File: config.mk
export PLATFORM = sky130hd
export DESIGN_NAME = xor_cipher_ctrl
export DESIGN_NICKNAME = d
export VERILOG_FILES = /design/src/rtl/xor_cipher_ctrl.sv
export SDC_FILE = /design/constraint.sdc
export NUM_CORES = 1
export LEC_CHECK = 0
export ABC_AREA = 1
export CAP_MARGIN = 20
export CORE_UTILIZATION = 40
export DETAILED_ROUTE_END_ITERATION = 12
export MAX_ROUTING_LAYER = met4
export PLACE_DENSITY = 0.85
export SLEW_MARGIN = 20
export SYNTH_ARGS = -nofsm -noshare
export SYNTH_HDL_FRONTEND = slang
export SYNTH_SLANG_ARGS = --single-unit
File: constraint.sdc
create_clock -name clk -period 1.1 [get_ports clk]
set_input_delay 0.11 -clock clk [delete_from_list [all_inputs] [get_ports clk]]
set_output_delay 0.11 -clock clk [all_outputs]
set_load 0.02 [all_outputs]
File: src/rtl/xor_cipher_ctrl.sv
// Sequencer for a Galois LFSR keystream generator: loads seed/taps, gathers DATA_W keystream bits per word and returns data ^ keystream.
// Optional: define XORC_BYTE_CNT_EN to add the byte_cnt output (count of delivered words).
module xor_cipher_ctrl #(
    parameter int unsigned          DATA_W     = 8,
    parameter int unsigned          LFSR_W     = 32,
    parameter logic [LFSR_W-1:0]    RESET_TAPS = LFSR_W'(32'h80200003)
) (
    input  logic              clk,
    input  logic              rst_n,
    input  logic [LFSR_W-1:0] seed_i,
    input  logic [LFSR_W-1:0] taps_i,
    input  logic              seed_ld,
    input  logic              in_valid,
    output logic              in_ready,
    input  logic [DATA_W-1:0] in_data,
    output logic              out_valid,
    input  logic              out_ready,
    output logic [DATA_W-1:0] out_data,
    output logic              busy,
    output logic              lfsr_ld,
    output logic              lfsr_en,
    output logic [LFSR_W-1:0] lfsr_seed,
    output logic [LFSR_W-1:0] lfsr_taps,
`ifdef XORC_BYTE_CNT_EN
    output logic [31:0]       byte_cnt,
`endif
    input  logic              lfsr_k
);

    localparam int unsigned CNT_W = $clog2(DATA_W) + 1;

    typedef enum logic [1:0] {
        IDLE = 2'd0,
        LOAD = 2'd1,
        GEN  = 2'd2,
        OUT  = 2'd3
    } state_t;

    state_t              state;
    state_t              state_d;
    logic                pend;
    logic                pend_d;
    logic                seeded;
    logic [CNT_W-1:0]    cnt;
    logic                cnt_last;
    logic [DATA_W-1:0]   ks;
    logic [DATA_W-1:0]   ks_next;
    logic [DATA_W-1:0]   data_q;

    assign in_ready = (state == IDLE) & seeded & ~pend & ~seed_ld;
    assign cnt_last = (cnt == CNT_W'(DATA_W - 1));

    // Next-state: a pending seed load outranks a new word.
    always_comb begin
        state_d = state;
        pend_d  = seed_ld | (pend & (state != LOAD));
        case (state)
            IDLE: begin
                if (pend) begin
                    state_d = LOAD;
                end else if (in_valid && in_ready) begin
                    state_d = GEN;
                end
            end
            LOAD: state_d = IDLE;
            GEN: begin
                if (cnt_last) begin
                    state_d = OUT;
                end
            end
            OUT: begin
                if (out_ready) begin
                    state_d = IDLE;
                end
            end
            default: state_d = IDLE;
        endcase
    end

    // Keystream word with the current LFSR bit merged in at position cnt.
    always_comb begin
        ks_next = ks;
        for (int unsigned i = 0; i < DATA_W; i++) begin
            if (cnt == CNT_W'(i)) begin
                ks_next[i] = lfsr_k;
            end
        end
    end

    always_ff @(posedge clk or negedge rst_n) begin
        if (!rst_n) begin
            state     <= IDLE;
            pend      <= 1'b0;
            seeded    <= 1'b0;
            cnt       <= '0;
            ks        <= '0;
            data_q    <= '0;
            out_data  <= '0;
            out_valid <= 1'b0;
            busy      <= 1'b0;
            lfsr_ld   <= 1'b0;
            lfsr_en   <= 1'b0;
            lfsr_seed <= '0;
            lfsr_taps <= RESET_TAPS;
`ifdef XORC_BYTE_CNT_EN
            byte_cnt  <= '0;
`endif
        end else begin
            state     <= state_d;
            pend      <= pend_d;
            busy      <= (state_d != IDLE) | pend_d;
            out_valid <= (state_d == OUT);
            lfsr_en   <= (state_d == GEN);
            lfsr_ld   <= (state_d == LOAD);

            if (seed_ld) begin
                lfsr_seed <= seed_i;
                lfsr_taps <= taps_i;
            end

            case (state)
                IDLE: begin
                    if (!pend && in_valid && in_ready) begin
                        data_q <= in_data;
                        cnt    <= '0;
                    end
                end
                LOAD: seeded <= 1'b1;
                GEN: begin
                    ks  <= ks_next;
                    cnt <= cnt + CNT_W'(1);
                    if (cnt_last) begin
                        out_data <= data_q ^ ks_next;
                    end
                end
                default: ;
            endcase

`ifdef XORC_BYTE_CNT_EN
            if (state == LOAD) begin
                byte_cnt <= '0;
            end else if (state == OUT && out_ready) begin
                byte_cnt <= byte_cnt + 32'd1;
            end
`endif
        end
    end

endmodule

==> results of run 1 <==
## where the power goes
group	switching (uW)	internal, uW	leakage [uW]
Combinational	3270	2670	0.00174
Sequential	648	4420	0.00116
Clock	1310	1280	0.000102
## flip-flops by register name, indices dropped and copies added, names as in the netlist
register   count
lfsr_en        1
lfsr_ld        1
out_valid      1
lfsr_seed     32
out_data       8
pend           1
busy           1
lfsr_taps     32
cnt            4
data_q         8
ks             8
seeded         1
state          2
## how the worst min path moves through the flow
stage | startpoint | end | depth (start not counted)
CTS | seed_ld | pend | 4
global placement | rst_n | lfsr_ld | 2
finish | seed_ld | pend | 4
detailed placement | rst_n | data_q[6] | 2
floorplan | rst_n | busy | 0
global route | seed_ld | pend | 4
## final cells by class
cell class              instances  area (sq um)
clock buffers                  10           128
clock inverters                 6          88.8
fillers                       751          3620
inverters                      38           153
multi-input cells             212          1960
flip-flops and latches        100          2510
well taps                     136           170
repair buffers                205          1690
## metrics by stage
stage / TNS [ps] / hold WS (ps) / setup slack [ps] / instances / power, uW
after floorplan: -157 / -186 / -43.3 / 364 / 7330
after global placement: -8920 / 139 / -359 / 669 / 9030
after detailed placement: -10490 / 147 / -403 / 669 / 9270
after CTS: -3710 / 135 / -231 / 697 / 12500
after global routing: -7640 / 177 / -279 / 707 / 14200
final: -6050 / 151 / -241 / 707 / 13600
## placed cells by master (no fill, tap or decap)
| cell type | instances |
|---|---|
| o21ai_1 | 7 |
| clkinv_4 | 2 |
| nand3_4 | 9 |
| nand2_2 | 21 |
| buf_12 | 3 |
| nand2_1 | 24 |
| xor2_1 | 1 |
| nand2_4 | 13 |
| nand4_1 | 4 |
| buf_8 | 1 |
| dfstp_2 | 4 |
| nand3_2 | 28 |
| inv_4 | 2 |
| inv_2 | 7 |
| nand3_1 | 16 |
| dfrtp_1 | 93 |
| clkbuf_8 | 9 |
| clkinv_2 | 1 |
| bufinv_16 | 2 |
| mux2_2 | 64 |
| ha_4 | 4 |
| buf_2 | 73 |
| a21oi_2 | 3 |
| clkdlybuf4s50_1 | 75 |
| nor3_4 | 1 |
| clkbuf_1 | 1 |
| nor2_4 | 3 |
| buf_4 | 27 |
| dlygate4sd3_1 | 1 |
| o21ai_2 | 11 |
| nor2_1 | 1 |
| nand3b_1 | 1 |
| inv_1 | 28 |
| dfrtp_2 | 3 |
| buf_6 | 25 |
| clkinvlp_4 | 2 |
| a21oi_1 | 1 |
## what timing repair did
| item | in CTS | in global routing |
|---|---|---|
| gates cloned | 3 | 1 |
| endpoints found under the hold margin | 96 | 0 |
| pin swaps | 24 | 26 |
| setup buffers | 9 | 10 |
| hold buffers | 1 | 0 |
| gates resized for setup | 410 | 55 |
| endpoints found under the setup margin | 108 | 39 |
## cells by family after synthesis
| kind of cell | count (synthesis) | share of synthesized area |
|---|---|---|
| multiplexers | 64 | 0.170 |
| flip-flops | 100 | 0.591 |
| XOR/XNOR | 1 | 0.00206 |
| adder cells (fa/ha/maj) | 4 | 0.0118 |
| AND/OR/NAND/NOR | 121 | 0.134 |
| AO/OA/AOI/OAI | 22 | 0.0268 |
| buffers and inverters | 52 | 0.0640 |
## routing by layer
| layer | wire, um | GRT usage | vias to the layer above | part of all wire |
|---|---|---|---|---|
| met2 | 6760 | 0.400 | 145 | 0.54 |
| met1 | 4590 | 0.243 | 1761 | 0.37 |
| met3 | 578 | 0.0306 | 42 | 0.046 |
| met5 | 0 | - | - | 0 |
| li1 | - | - | 1620 | - |
| met4 | 549 | 0.123 | 0 | 0.044 |
## worst max-delay path: stages, from the launching register on
cell     delay (ps)
dfrtp_1         390
inv_2            60
buf_6           110
nor2_4          160
nand3_4         200
buf_6           190
nand2_1          80
nand2_2          60
==> summary.txt, run 1 <==
Pwr
  – Leak pwr: 0.00300 uW
  – Power Dens Cells: 2030 nW/um^2
  – Worst vdd ir: 0.933 mV

Timing
  – Final Skew: 4.13 ps
  – Final setup vio count: 38
  – Final Hold Violating Endpoints: 0
  – Setup ws final: -241 ps
  – Final Max Tran Viols: 0
  – Actual slew at the worst max-slew pin: 489 ps
  – Tmin final: 1340 ps
  – RSZ-0062 raised after global routing: true
  – Max-slew headroom: 0.673
  – Final period util: 1.22
  – Max Fclk: 746 MHz

Run status
  – Status: finished, violations left
  – Failing checks: negative setup slack

Logic synthesis
  – Top cell types by occurrence after synthesis: 96 x dfrtp_1, 64 x mux2_2, 58 x nand2_1
  – Number of synthesized flops with an enable pin: 0
  – Share of the synthesized area in the top cell type: 0.566
  – Syn nets: 446
  – Average cell area after synthesis: 11.7 sq um
  – Synthesized area: 4240 sq um
  – YS warnings: 0
  – Predominant post-synthesis flop cell: dfrtp_1
  – Post-synthesis cell type count: 25
  – Synthesis-stage register bit count: 100
  – Synth area leaders: dfrtp_1 57%, mux2_2 17%, nand3_1 6.0%
  – Sequential area share after synthesis: 0.591
  – Most frequent cell after synthesis: dfrtp_1
  – Cells after synthesis: 364
  – Area leader, netlist: dfrtp_1
  – Async S/R FF share, synth: 1.00

Critical path
  – CP required: 1360 ps
  – Critical Path Start Type: flop
  – Setup CP Type: reg -> reg
  – CP max FO: 8
  – Type of destination of the critical path: flop
  – Reg-to-Reg Start: state[1]
  – R2R depth: 7
  – Worst R2R Setup Slack: -240 ps
  – Worst path arrival time: 1600 ps
  – CP Launch Point: state[1]
  – R2R Path End: out_data[1]
  – Critical Path End: out_data[1]

Layout
  – P&R area growth vs syn: 57.9%
  – Final Cell Area: 6700 sq um
  – Layout cells sized above 1: 0.557
  – Post-layout util: 0.649
  – Post-layout net count: 648
  – Ant diodes: 0

Floorplan
  – Row cnt: 37
  – # IOs: 155
  – Initial Util: 0.411
  – Die width: 105 um
  – Die height: 105 um
  – Die area: 11000 sq um
  – Core area: 10300 sq um

Clock network
  – Clock transition at the registers of the reported paths: 90 ps
  – CTS sink count: 100
  – Total CTS buffers: 9
  – H-tree levels: 3
  – CTS Root Cell: clkbuf_8
  – Worst-Skew Late Latency: 370 ps
  – CTS max path bufs: 2
  – TritonCTS clock tree: done

Routing
  – DR iter-0 viols: 216
  – DRC Markers: 0
  – ANT nets after route: 0
  – Final WL: 12500 um
  – Avg Vias per Cell: 5.05
  – Avg WL per Cell: 17.6 um
  – Routed via count: 3568
  – TritonRoute pass-1 iters: 4

Placed design
  – RePlAce Congestion: 0.841
  – DP HPWL: 7840 um
  – # port buffers: 154
  – Area after DPL: 6130 sq um

Global route
  – Pin count of the biggest net entering global routing: 66
  – Tot GR Track Use: 0.225
  – Global-route wire length before repair: 18800 um
  – Initial antenna violation count: 0
  – Grt ovf: 0
  – Vias in the first global route: 3799

Min path
  – Worst Hold Class: in -> reg

Job
  – Max capacitance violation total: 0
Note: power is estimated with default switching activity, not from simulation.
==> inputs of run 2 (changes only) <==
--- a/config.mk
+++ b/config.mk
@@ -7,10 +7,12 @@
 export LEC_CHECK = 0
 export ABC_AREA = 1
 export CAP_MARGIN = 20
+export CORE_MARGIN = 4
 export CORE_UTILIZATION = 40
 export DETAILED_ROUTE_END_ITERATION = 12
 export MAX_ROUTING_LAYER = met4
 export PLACE_DENSITY = 0.85
+export SKIP_CTS_REPAIR_TIMING = 1
 export SLEW_MARGIN = 20
 export SYNTH_ARGS = -nofsm -noshare
 export SYNTH_HDL_FRONTEND = slang
==> run 2 against run 1 <==
The flow still finishes with violations (negative setup slack); wire length fell by 2.3%; global-route usage down 3.8 points; largest power group unchanged; final cell count shrank 0.85%.
==> summary.txt, run 2 (same netlist as run 1, synthesis figures left out) <==
Run status
  – Status: finished, violations left
  – Failing checks: negative setup slack

Floorplan
  – Initial Util: 0.411 (unchanged)
  – # IOs: 155 (unchanged)
  – Die height: 111 um (+5.7%)
  – Die width: 111 um (+5.7%)
  – Core area: 10300 sq um (unchanged)
  – Die area: 12300 sq um (+12%)
  – Row cnt: 37 (unchanged)

Critical path
  – CP max FO: 5 (-3)
  – Type of destination of the critical path: flop
  – CP required: 1360 ps (about the same)
  – Worst path arrival time: 1600 ps (about the same)
  – Critical Path Start Type: flop
  – Setup CP Type: reg -> reg
  – Reg-to-Reg Start: cnt[0]
  – CP Launch Point: cnt[0]

Clock network
  – CTS max path bufs: 2 (unchanged)
  – CTS Root Cell: clkbuf_8
  – Clock transition at the registers of the reported paths: 100 ps (about the same)
  – Worst-Skew Late Latency: 360 ps (about the same)
  – TritonCTS clock tree: done
  – Total CTS buffers: 9 (unchanged)
  – H-tree levels: 3 (unchanged)
  – CTS sink count: 100 (unchanged)

Routing
  – ANT nets after route: 0 (unchanged)
  – Final WL: 12200 um (-2.3%)
  – Routed via count: 3422 (-4.1%)
  – DR iter-0 viols: 133 (-38%)
  – TritonRoute pass-1 iters: 4 (unchanged)
  – Avg Vias per Cell: 4.88 (-3.3%)
  – Avg WL per Cell: 17.4 um (-1.4%)
  – DRC Markers: 0 (unchanged)

Job
  – Max capacitance violation total: 0 (unchanged)

Layout
  – Post-layout net count: 642 (-0.93%)
  – P&R area growth vs syn: 54.8%
  – Most common cell after layout, fill and taps aside: dfrtp_1
  – Biggest regs: lfsr_seed x32, lfsr_taps x32
  – Non-Filler Instances: 701 (-0.85%)
  – Post-layout util: 0.636 (-0.0127)
  – Most frequent cells in the layout: 93 x dfrtp_1, 75 x clkdlybuf4s50_1, 66 x clkbuf_2
  – Layout cells sized above 1: 0.508 (-0.0490)
  – Ant diodes: 0 (unchanged)

Timing
  – Max-slew headroom: 0.711 (+0.0380)
  – Final hold slack: 140 ps (-10.8 ps)
  – Final Skew: 5.44 ps (+1.31 ps)
  – Final Max Tran Viols: 0 (unchanged)
  – Actual slew at the worst max-slew pin: 432 ps (-57.0 ps)
  – Tmin final: 1330 ps (-7.14 ps)
  – Final setup vio count: 37 (-2.6%)
  – Final Hold Violating Endpoints: 0 (unchanged)
  – Setup ws final: -234 ps (+7.14 ps)
  – RSZ-0062 raised after global routing: true
  – Final period util: 1.21 (-0.00649)
  – Max Fclk: 750 MHz (+0.54%)

Placed design
  – DP HPWL: 8230 um (+4.9%)
  – Place WS: -376 ps (+27.1 ps)
  – RePlAce Congestion: 0.811 (-3.6%)
  – Placed cells: 666 (-0.45%)
  – # port buffers: 154 (unchanged)

Pwr
  – Pint: 7720 uW (-7.7%)
  – Final Total Pwr: 12600 uW (-7.1%)
  – Comb pwr share: 0.418 (-0.019)
  – Sw power: 4910 uW (-6.0%)
  – Power Dens Cells: 1920 nW/um^2 (-5.2%)
  – Clock power frac: 0.183 (-0.008)
  – Sequential share of power: 0.399 (+0.026)
  – Leak pwr: 0.00302 uW (+0.45%)
  – Sw frac: 0.389 (+0.00433)
  – Worst vdd ir: 1.18 mV (+26%)

Global route
  – Initial antenna violation count: 0 (unchanged)
  – Tot GR Track Use: 0.187 (-0.0385)
  – Vias in the first global route: 3596 (-5.3%)
  – Pin count of the biggest net entering global routing: 61 (-7.6%)
  – Grt ovf: 0 (unchanged)
  – Global-route wire length before repair: 18100 um (-3.4%)

Min path
  – Worst Hold Class: in -> async
[run 2: cell count changes in the layout (fill, tap and decap cells not counted), sizes merged]
cell	previous run	this run
buf	129	51
clkbuf	10	76
dlymetal6s2s	0	5
inv	37	41
bufinv	2	0
clkinv	3	2
clkinvlp	2	1
nand3	53	54
[run 2: metrics by stage]
step	instance area, sq um	setup TNS (ps)
after CTS	6330	-34400
after global placement	6130	-6960
after global routing	6570	-7230
final	6570	-4810
after floorplan	4310	-157
after detailed placement	6130	-9440
[run 2: layout make-up]
cell class / count / area, sq um
multi-input combinational: 213 / 1860
inverter: 38 / 155
tap: 136 / 170
timing repair buffer: 198 / 1680
sequential: 100 / 2510
fill: 762 / 3750
clock inverter: 6 / 56.3
clock buffer: 10 / 138
[run 2: power groups by stage]
stage	sequential, uW	combinational, uW	clock, uW
6_report	5040	5290	2310
5_1_grt	5120	5700	2540
4_1_cts	4960	4270	2380
3_5_place_dp	5030	4260	0
3_3_place_gp	4970	4110	0
2_1_floorplan	5380	1960	0
[run 2: final timing paths]
kind | end | slack (ps) | cells after the start
worst max-delay path | out_data[1] | -230 | 7
worst min-delay path | ks[6] | 140 | 2
worst max register to register | out_data[1] | -230 | 7
worst min register to register | out_data[2] | 490 | 2
max in group asynchronous | lfsr_taps[31] | 390 | 3
min in group clk | data_q[5] | 230 | 5
[run 2: worst max-delay path: stages (launching register included)]
cell and delay (ps):
dfrtp_2 480, buf_6 140, ha_4 180, buf_6 130, nand3_4 80, nand3_2 70
nand3_2 80, nand2_1 60
[run 2: per-layer routing]
layer | vias to the layer above | routed length (um) | track usage
li1 | 1608 | - | -
met1 | 1667 | 4520 | 0.204
met2 | 116 | 6790 | 0.327
met3 | 31 | 512 | 0.0360
met4 | 0 | 373 | 0.0878
met5 | - | 0 | -
==> inputs of run 3 (changes only) <==
--- a/config.mk
+++ b/config.mk
@@ -8,10 +8,10 @@
 export ABC_AREA = 1
 export CAP_MARGIN = 20
 export CORE_MARGIN = 4
-export CORE_UTILIZATION = 40
+export CORE_UTILIZATION = 30
 export DETAILED_ROUTE_END_ITERATION = 12
 export MAX_ROUTING_LAYER = met4
-export PLACE_DENSITY = 0.85
+export PLACE_DENSITY = 0.69
 export SKIP_CTS_REPAIR_TIMING = 1
 export SLEW_MARGIN = 20
 export SYNTH_ARGS = -nofsm -noshare
==> run 3 against run 2 <==
The run still ends with negative setup slack left; power increased by 5.8%; setup slack got worse by 13 ps; clock skew is 3.3 ps higher; register-to-register slack hardly changed; wire length decreased by 3.1%; largest cell class unchanged; count of clock-buffer cells in the layout is the same; final area up 7.8%; first-iteration DRC count is 11% lower; die area increased by 31%; via count up 0.85%; critical path type unchanged.
==> summary.txt, run 3 (same netlist as run 1, synthesis figures left out) <==
Global route
  – Pin count of the biggest net entering global routing: 61 (unchanged)
  – Tot GR Track Use: 0.137 (-0.0496)
  – Grt ovf: 0 (unchanged)
  – Global-route wire length before repair: 17200 um (-5.0%)
  – Initial antenna violation count: 0 (unchanged)
  – Vias in the first global route: 3376 (-6.1%)

Layout
  – Post-layout net count: 640 (-0.31%)
  – Most frequent cells in the layout: 93 x dfrtp_1, 75 x clkdlybuf4s50_1, 64 x mux2_2
  – Multi-input gate area: 1750 sq um (-6.1%)
  – Biggest regs: lfsr_seed x32, lfsr_taps x32
  – Ant diodes: 0 (unchanged)
  – P&R area growth vs syn: 66.9%
  – Register Area: 2510 sq um (unchanged)
  – Fillers: 1217 (+60%)
  – Most common cell after layout, fill and taps aside: dfrtp_1
  – Layout cells sized above 1: 0.387 (-0.121)

Routing
  – Routed via count: 3451 (+0.85%)
  – DR iter-0 viols: 118 (-11%)
  – Final WL: 11800 um (-3.1%)
  – ANT nets after route: 0 (unchanged)
  – TritonRoute pass-1 iters: 4 (unchanged)
  – DRC Markers: 0 (unchanged)
  – Avg Vias per Cell: 4.64 (-4.9%)
  – Avg WL per Cell: 15.9 um (-8.6%)

Critical path
  – Type of destination of the critical path: flop
  – CP required: 1360 ps (about the same)
  – Setup CP Type: reg -> reg
  – CP max FO: 5 (unchanged)
  – Critical Path Start Type: flop
  – Worst path arrival time: 1610 ps (about the same)

Timing
  – Setup ws final: -246 ps (-12.6 ps)
  – Final setup vio count: 34 (-8.1%)
  – Max Fclk: 743 MHz (-0.93%)
  – RSZ-0062 raised after global routing: true
  – Final Max Tran Viols: 0 (unchanged)
  – Final Hold Violating Endpoints: 0 (unchanged)
  – Tmin final: 1350 ps (+12.6 ps)
  – Final Skew: 8.71 ps (+3.27 ps)
  – Final period util: 1.22 (+0.0114)
  – Actual slew at the worst max-slew pin: 349 ps (-83.3 ps)
  – Max-slew headroom: 0.766 (+0.0543)

Clock network
  – Worst-Skew Late Latency: 340 ps (-20 ps)
  – CTS sink count: 100 (unchanged)
  – H-tree levels: 3 (unchanged)
  – TritonCTS clock tree: done
  – Total CTS buffers: 9 (unchanged)
  – CTS max path bufs: 2 (unchanged)
  – Clock transition at the registers of the reported paths: 70 ps (-30 ps)
  – CTS Root Cell: clkbuf_16

Pwr
  – Leak pwr: 0.00357 uW (+18%)
  – Worst vdd ir: 0.779 mV (-34%)
  – Final Total Pwr: 13400 uW (+5.8%)
  – Power Dens Cells: 1890 nW/um^2 (-1.9%)
  – Sw power: 4560 uW (-7.1%)
  – Comb pwr share: 0.388 (-0.030)
  – Pint: 8800 uW (+14%)
  – Sw frac: 0.342 (-0.0473)
  – Clock power frac: 0.237 (+0.054)
  – Sequential share of power: 0.374 (-0.025)

Floorplan
  – Die width: 127 um (+14%)
  – Die area: 16100 sq um (+31%)
  – Initial Util: 0.306 (-0.105)
  – Core area: 13900 sq um (+34%)
  – Row cnt: 43 (+16%)
  – # IOs: 155 (unchanged)
  – Die height: 127 um (+14%)

Min path
  – Worst Hold Class: in -> async

Run status
  – Status: finished, violations left
  – Failing checks: negative setup slack

Placed design
  – # port buffers: 154 (unchanged)
  – RePlAce Congestion: 0.790 (-2.6%)
  – Place WS: -362 ps (+14.0 ps)
  – DP HPWL: 7960 um (-3.2%)

Job
  – Max capacitance violation total: 0 (unchanged)
run 3: cell types whose count changed in the layout (fill, tap and decap cells not counted), moves of 5 or more:
cell and delta:
dlymetal6s2s_1 +57, clkbuf_2 -56, nand3_1 +16, nand3_2 -13
clkbuf_16 +11, clkbuf_8 -9, nand2_1 -8, nand2_2 +8
buf_6 -5
run 3: power groups by stage:
stage	registers [uW]	clock network, uW	logic, uW
6_report	5000	3170	5190
5_1_grt	5110	3450	5580
4_1_cts	4920	3310	4490
3_5_place_dp	4970	0	4480
3_3_place_gp	4940	0	4380
2_1_floorplan	5380	0	1960
run 3: final timing paths:
check | start | slack [ps] | to | depth (start not counted)
setup / recovery | state[0] | -250 | cnt[2] | 7
hold / removal | rst_n | 140 | lfsr_seed[25] | 2
hold reg to reg | out_data[3] | 480 | out_data[3] | 2
min in group clk | seed_ld | 220 | pend | 4
setup reg to reg | state[0] | -250 | cnt[2] | 7
max in group asynchronous | rst_n | 450 | lfsr_taps[21] | 3
run 3: layer usage:
metal | part of all wire | track usage | vias up
met4 | 0.022 | 0.0543 | 0
li1 | - | - | 1620
met3 | 0.058 | 0.0278 | 21
met1 | 0.40 | 0.170 | 1685
met2 | 0.51 | 0.220 | 125
met5 | 0 | - | -
run 3: critical path, stage by stage (launching register included):
cell and delay (ps):
dfrtp_1 390, buf_4 160, nor2_4 140, buf_6 130, buf_6 130, nand2_4 50
xor2_1 140, a21oi_1 120
run 3: cell type report:
class	instances	area share
repair buffers	197	0.302
well taps	180	0.0318
clock buffers	10	0.0338
flip-flops and latches	100	0.355
clock inverters	6	0.00866
multi-input cells	212	0.247
inverters	38	0.0219
run 3: through the flow:
step / util / hold slack [ps] / TNS [ps] / std cells / area [sq um]
final: 0.510 / 136 / -5350 / 743 / 7080
after floorplan: - / -186 / -157 / 364 / 4310
after detailed placement: 0.452 / -69.9 / -11900 / 718 / 6270
after global placement: 0.452 / -66.9 / -11310 / 718 / 6270
after global routing: 0.510 / 142 / -7600 / 743 / 7080
after CTS: 0.474 / -443 / -31160 / 734 / 6580
